[src/rtl/pipe_reg_chain_pkg.sv]
`default_nettype none
// ============================================================================
// Module   : pipe_reg_chain_pkg
// Purpose  : Shared constants and helpers for the pipe_reg_chain slice.
//            - STALL_CNT_W   : width of the optional stall counter
//            - DEFAULT_WIDTH : default data width reused by other slices
//            - DEFAULT_DEPTH : default stage count reused by other slices
//            - occ_width()   : width of an occupancy count for a given depth
// Revision : 1.0 - initial release
// ============================================================================
package pipe_reg_chain_pkg;

    localparam int STALL_CNT_W   = 16;
    localparam int DEFAULT_WIDTH = 8;
    localparam int DEFAULT_DEPTH = 4;

    // Enough bits to count 0..depth inclusive.
    function automatic int occ_width(input int depth);
        return $clog2(depth + 1);
    endfunction

endpackage : pipe_reg_chain_pkg
`default_nettype wire

[src/rtl/pipe_reg_stage.sv]
`default_nettype none
// ============================================================================
// Module   : pipe_reg_stage
// Purpose  : One stage of the register chain: a valid bit plus a WIDTH-bit
//            data register with valid/ready flow control.
// Ports    : clk       - clock
//            reset     - synchronous active-high reset
//            flush     - synchronous clear of the valid bit
//            up_valid  - upstream stage (or producer) holds a word
//            up_data   - upstream word
//            dn_ready  - downstream stage can take this stage's word
//            rdy       - this stage can take a word this cycle
//            v         - this stage holds a valid word
//            d         - this stage's word
// Revision : 1.0 - initial release
// ============================================================================
module pipe_reg_stage
    import pipe_reg_chain_pkg::*;
#(
    parameter int               WIDTH     = DEFAULT_WIDTH,
    parameter logic [WIDTH-1:0] RESET_VAL = '0
) (
    input  logic             clk,
    input  logic             reset,
    input  logic             flush,
    input  logic             up_valid,
    input  logic [WIDTH-1:0] up_data,
    input  logic             dn_ready,
    output logic             rdy,
    output logic             v,
    output logic [WIDTH-1:0] d
);

    logic             r_v;
    logic [WIDTH-1:0] r_d;

    // Empty stages always accept, which is what collapses bubbles.
    assign rdy = ~r_v | dn_ready;
    assign v   = r_v;
    assign d   = r_d;

    always_ff @(posedge clk) begin
        if (reset) begin
            r_v <= 1'b0;
            r_d <= RESET_VAL;
        end else if (flush) begin
            // Data is left untouched so out_data keeps its last value.
            r_v <= 1'b0;
        end else if (rdy) begin
            r_v <= up_valid;
            // No data toggling when a bubble passes through.
            if (up_valid) begin
                r_d <= up_data;
            end
        end
    end

endmodule : pipe_reg_stage
`default_nettype wire

[src/rtl/pipe_reg_chain.sv]
`default_nettype none
// ============================================================================
// Module   : pipe_reg_chain
// Purpose  : DEPTH-stage WIDTH-bit register chain with valid/ready flow
//            control, bubble collapsing and synchronous flush. Used as a
//            timing/retiming slice between producer and consumer.
// Ports    : clk, reset (sync, active-high), flush
//            in_valid / in_ready / in_data     - producer side
//            out_valid / out_ready / out_data  - consumer side
//            occupancy                         - registered valid-stage count
//            stall_cnt (16b, optional)         - saturating stall counter
// Config   : PIPE_REG_CHAIN_STALL_CNT_EN - when defined, adds stall_cnt,
//            counting cycles with out_valid & !out_ready; cleared only by
//            reset; saturates at all-ones.
// Revision : 1.0 - initial release
// ============================================================================
module pipe_reg_chain
    import pipe_reg_chain_pkg::*;
#(
    parameter int               WIDTH     = DEFAULT_WIDTH,
    parameter int               DEPTH     = DEFAULT_DEPTH,
    parameter logic [WIDTH-1:0] RESET_VAL = '0
) (
    input  logic                        clk,
    input  logic                        reset,
    input  logic                        flush,
    input  logic                        in_valid,
    output logic                        in_ready,
    input  logic [WIDTH-1:0]            in_data,
    output logic                        out_valid,
    input  logic                        out_ready,
    output logic [WIDTH-1:0]            out_data,
    output logic [occ_width(DEPTH)-1:0] occupancy
`ifdef PIPE_REG_CHAIN_STALL_CNT_EN
    ,
    output logic [STALL_CNT_W-1:0]      stall_cnt
`endif
);

    localparam int OCC_W = occ_width(DEPTH);

    logic [DEPTH-1:0] w_v;
    logic [WIDTH-1:0] w_d [DEPTH];
    logic             w_in_fire;
    logic             w_out_fire;
    logic [OCC_W-1:0] r_occ;

    // Each stage keeps its own ready wire inside its generate scope so the
    // ready chain is a chain of distinct nets rather than one self-referencing
    // vector.
    for (genvar s = 0; s < DEPTH; s++) begin : g_stage
        logic             w_rdy;
        logic             w_dn_ready;
        logic             w_up_valid;
        logic [WIDTH-1:0] w_up_data;

        if (s == 0) begin : g_head
            assign w_up_valid = in_valid & ~flush;
            assign w_up_data  = in_data;
        end else begin : g_body
            assign w_up_valid = w_v[s-1];
            assign w_up_data  = w_d[s-1];
        end

        if (s == DEPTH - 1) begin : g_tail
            assign w_dn_ready = out_ready;
        end else begin : g_inner
            assign w_dn_ready = g_stage[s+1].w_rdy;
        end

        pipe_reg_stage #(
            .WIDTH     (WIDTH),
            .RESET_VAL (RESET_VAL)
        ) u_stage (
            .clk      (clk),
            .reset    (reset),
            .flush    (flush),
            .up_valid (w_up_valid),
            .up_data  (w_up_data),
            .dn_ready (w_dn_ready),
            .rdy      (w_rdy),
            .v        (w_v[s]),
            .d        (w_d[s])
        );
    end

    // Flush blocks acceptance so no word is taken and then silently dropped.
    assign in_ready   = g_stage[0].w_rdy & ~flush;
    assign out_valid  = w_v[DEPTH-1];
    assign out_data   = w_d[DEPTH-1];
    assign w_in_fire  = in_valid & in_ready;
    assign w_out_fire = out_valid & out_ready;
    assign occupancy  = r_occ;

    always_ff @(posedge clk) begin
        if (reset || flush) begin
            r_occ <= '0;
        end else begin
            case ({w_in_fire, w_out_fire})
                2'b10:   r_occ <= r_occ + OCC_W'(1);
                2'b01:   r_occ <= r_occ - OCC_W'(1);
                default: r_occ <= r_occ;
            endcase
        end
    end

`ifdef PIPE_REG_CHAIN_STALL_CNT_EN
    logic [STALL_CNT_W-1:0] r_stall_cnt;

    always_ff @(posedge clk) begin
        if (reset) begin
            r_stall_cnt <= '0;
        end else if (out_valid && !out_ready && (r_stall_cnt != '1)) begin
            r_stall_cnt <= r_stall_cnt + STALL_CNT_W'(1);
        end
    end

    assign stall_cnt = r_stall_cnt;
`endif

endmodule : pipe_reg_chain
`default_nettype wire
[config.mk]
export PLATFORM = sky130hd
export DESIGN_NAME = pipe_reg_chain
export DESIGN_NICKNAME = d
export VERILOG_FILES = /design/src/rtl/pipe_reg_chain_pkg.sv /design/src/rtl/pipe_reg_stage.sv /design/src/rtl/pipe_reg_chain.sv
export SDC_FILE = /design/constraint.sdc
export NUM_CORES = 1
export LEC_CHECK = 0
export CAP_MARGIN = 20
export CELL_PAD_IN_SITES_DETAIL_PLACEMENT = 0
export CELL_PAD_IN_SITES_GLOBAL_PLACEMENT = 1
export CORE_UTILIZATION = 37
export CTS_BUF_LIST = sky130_fd_sc_hd__clkbuf_2
export CTS_CLUSTER_SIZE = 30
export DETAILED_ROUTE_END_ITERATION = 8
export PLACE_DENSITY_LB_ADDON = 0.1
export SLEW_MARGIN = 20
export SYNTH_ARGS = -nofsm -noshare
export SYNTH_HDL_FRONTEND = slang
export SYNTH_SLANG_ARGS = --single-unit
[constraint.sdc]
create_clock -name clk -period 2.05 [get_ports clk]
set_clock_uncertainty 0.15 [all_clocks]
set_input_delay 0.205 -clock clk [delete_from_list [all_inputs] [get_ports clk]]
set_output_delay 0.205 -clock clk [all_outputs]
set_load 0.1 [all_outputs]
==> summary.txt, run 1 <==
fraction of final layout cells sized beyond drive strength 1 = 18.9%
CP Launch Point = g_stage[3].u_stage.v
mapped cell area = 1630 um2
Max Cap Violations = 0
CP Max Fanout = 2
Register Area = 785 um2
Worst-path clk slew = 0.21 ns
post-route setup TNS = 0 ns
Synth cell types = 25
Synth Instances = 185
non-filler cells, final = 267
CTS H-tree depth = 2
clock root cell = clkbuf_2
num rows = 23
TritonCTS clock tree = done
met3 GRT Util = 4.00%
final instance area = 2040 um2
CP required = 2.26 ns
met1 global-route usage = 20.3%
Hold WC Path Type = primary input to register
Critical Path Sink Type = register
worst slack at placement = -0.344 ns
Multi-input gate area = 801 um2
maximum vdd drop = 335 uV
IO Count = 26
Worst Tran Pin Value = 0.508 ns
unrepaired setup endpoints after global routing = true
most common cell after layout, fill and taps aside = dfxtp_1
fillers = 394
vias in the first global route = 1,343
grt total ovfl = 0
Worst Setup Start Kind = register
synthesized area per cell = 8.83 um2
Hold Fails Final Rpt = 0
Data arrival, critical path = 2.25 ns
total track usage = 17.5%
Die Ht = 68.4 um
fmax = 0.491 GHz
number of vias per cell = 5.03
n_diodes = 0
hold path start = in_data[6]
CTS Buf Count = 5
Die ar. = 4680 um2
crit path kind = register to register
GPL Wtd Cong = 0.711
DRC Markers = 0
M2 GR Usage = 29.5%
Core Util, Final = 49.7%
Pre-antenna DRT Iters = 4
Lkg Pwr = 0.735 nW
first-pass GRT wire length = 5.95 mm
largest net degree at the start of global routing = 25
initial antenna violation count = 0
CTS Hold Buffers Added = 0
Area Overhead vs Synth = 25.2%
relative slew slack = 66.0%
synth warn = 0
critical path's slowest cell = dfxtp_4
die span in x = 68.4 um
Routed Antenna Nets = 0
busiest layer in global routing = met2
Vias = 1,343
clk sinks = 39
dpl cells = 259
Routed WL per cell = 12.6 um
CTS resizes = 0
min Tclk post-route = 2.03 ns
Yosys reg bits = 39
register area share after synthesis = 47.8%
setup repair bufs after CTS = 0
status = complete, no violations
IO Port Bufs = 25
Initial Util = 39.7%
crit path cell chain = and4b_4, a21oi_4, inv_2, ha_4, fa_2, xnor2_1, or3_1, a21oi_1
syn nets = 200
highest-count cells in the layout ignoring fill and taps = dfxtp_1, a21oi_1, nand3_1, o21ai_1, buf_4
Placed Area = 1970 um2
Reg-to-Reg Start = g_stage[3].u_stage.v
1st-iter DRT viols = 106
Final Max Tran Viols = 0
PnR worst setup slack = 0.0151 ns
final worst-path cycle share = 99.3%
Clk Latency, worst-skew pair = 0.41 ns
largest stage delay on the critical path = 0.39 ns
routed wire length = 3.37 mm
clock tree buffer depth = 2
core footprint = 4120 um2
NumNets Final = 231
Final setup viols = 0
power density over the cells = 667 nW/um2
DP HPWL = 2.48 mm
[where the power goes]
part           internal, mW  switching (mW)
Clock                 0.206           0.269
Sequential            0.770         0.00848
Combinational        0.0553          0.0552
[worst max-delay path, delay by kind of cell, from the launching register on]
| kind | cells | cell delay (ns) |
|---|---|---|
| AO/OA/AOI/OAI | 2 | 0.26 |
| buffers and inverters | 1 | 0.06 |
| AND/OR/NAND/NOR | 2 | 0.51 |
| flip-flops | 1 | 0.39 |
| XOR/XNOR | 1 | 0.14 |
| adder cells (fa/ha/maj) | 2 | 0.49 |
[per-stage QoR]
stage / power, mW / hold slack (ns)
after floorplan: 0.855 / 0.172
final: 1.36 / 0.197
after CTS: 1.38 / 0.183
after detailed placement: 0.903 / 0.313
after global routing: 1.43 / 0.169
after global placement: 0.900 / 0.309
[area by class of cell]
| cell class | instances | area share [%] |
|---|---|---|
| Tap cell | 50 | 3.06 |
| Multi-Input combinational cell | 131 | 39.2 |
| Sequential cell | 39 | 38.4 |
| Clock buffer | 5 | 1.22 |
| Inverter | 2 | 0.367 |
| Timing Repair Buffer | 37 | 15.7 |
| Clock inverter | 3 | 2.14 |
[routing by layer]
metal | vias up | share of wire (%)
met5 | - | 0
met4 | 0 | 0.98
met3 | 4 | 3.6
met2 | 25 | 48
met1 | 613 | 47
li1 | 701 | -
[sequential cells by signal (all words and copies together) (netlist names)]
register           flops
g_stage.u_stage.v      4
occupancy              3
g_stage.u_stage.d     32
[logic make-up (layout without fill, tap and decap cells)]
family                     count (synthesis)  after routing  synth area share [%]
DFF                                       39             39                  47.8
and+or+nand+nor                           65             65                  22.4
muxes                                      9              9                  5.52
buffers and inverters                     15             47                  4.75
adders and majority gates                  2              2                  1.99
xor gates and xnor gates                   2              2                  1.07
AOI/OAI and AO/OA                         53             53                  16.5
[path summary, 6_finish.rpt]
kind                            cells after the start  slack, ns                      end
worst max-delay path                                8       0.02             occupancy[2]
worst min-delay path                                3       0.20  g_stage[0].u_stage.d[6]
worst max register to register                      8       0.02             occupancy[2]
worst min register to register                      2       0.31  g_stage[2].u_stage.d[2]
[cells in the mapped netlist]
library cell	number	area, um2
ha_1	1	12.5
nand4b_1	1	8.76
xnor2_1	1	8.76
and3b_1	1	8.76
nand3b_1	1	7.51
nand3_1	24	120
buf_4	2	15.0
nor2b_1	4	25.0
or3_1	1	6.26
o21ai_0	1	5.00
nor2_1	10	37.5
and2_1	1	6.26
dfxtp_1	39	781
a21oi_2	1	8.76
fa_1	1	20.0
inv_2	2	7.51
mux2i_1	9	90.1
nand2b_1	21	131
and4b_4	1	13.8
clkbuf_1	5	18.8
buf_6	1	11.3
a21oi_1	27	135
xor2_1	1	8.76
o21ai_1	24	120
buf_2	5	25.0
Note: power is estimated with default switching activity, not from simulation.
==> run 2, diff against run 1 <==
RECOVER_POWER = 50   (was not set)
==> results of run 2 <==
Final layout, timing and power as in run 1 (identical DEF).
==> run 3, diff against run 2 <==
CAP_MARGIN = 15   (was 20)
==> results of run 3 <==
Final layout, timing and power as in run 1 (identical DEF).
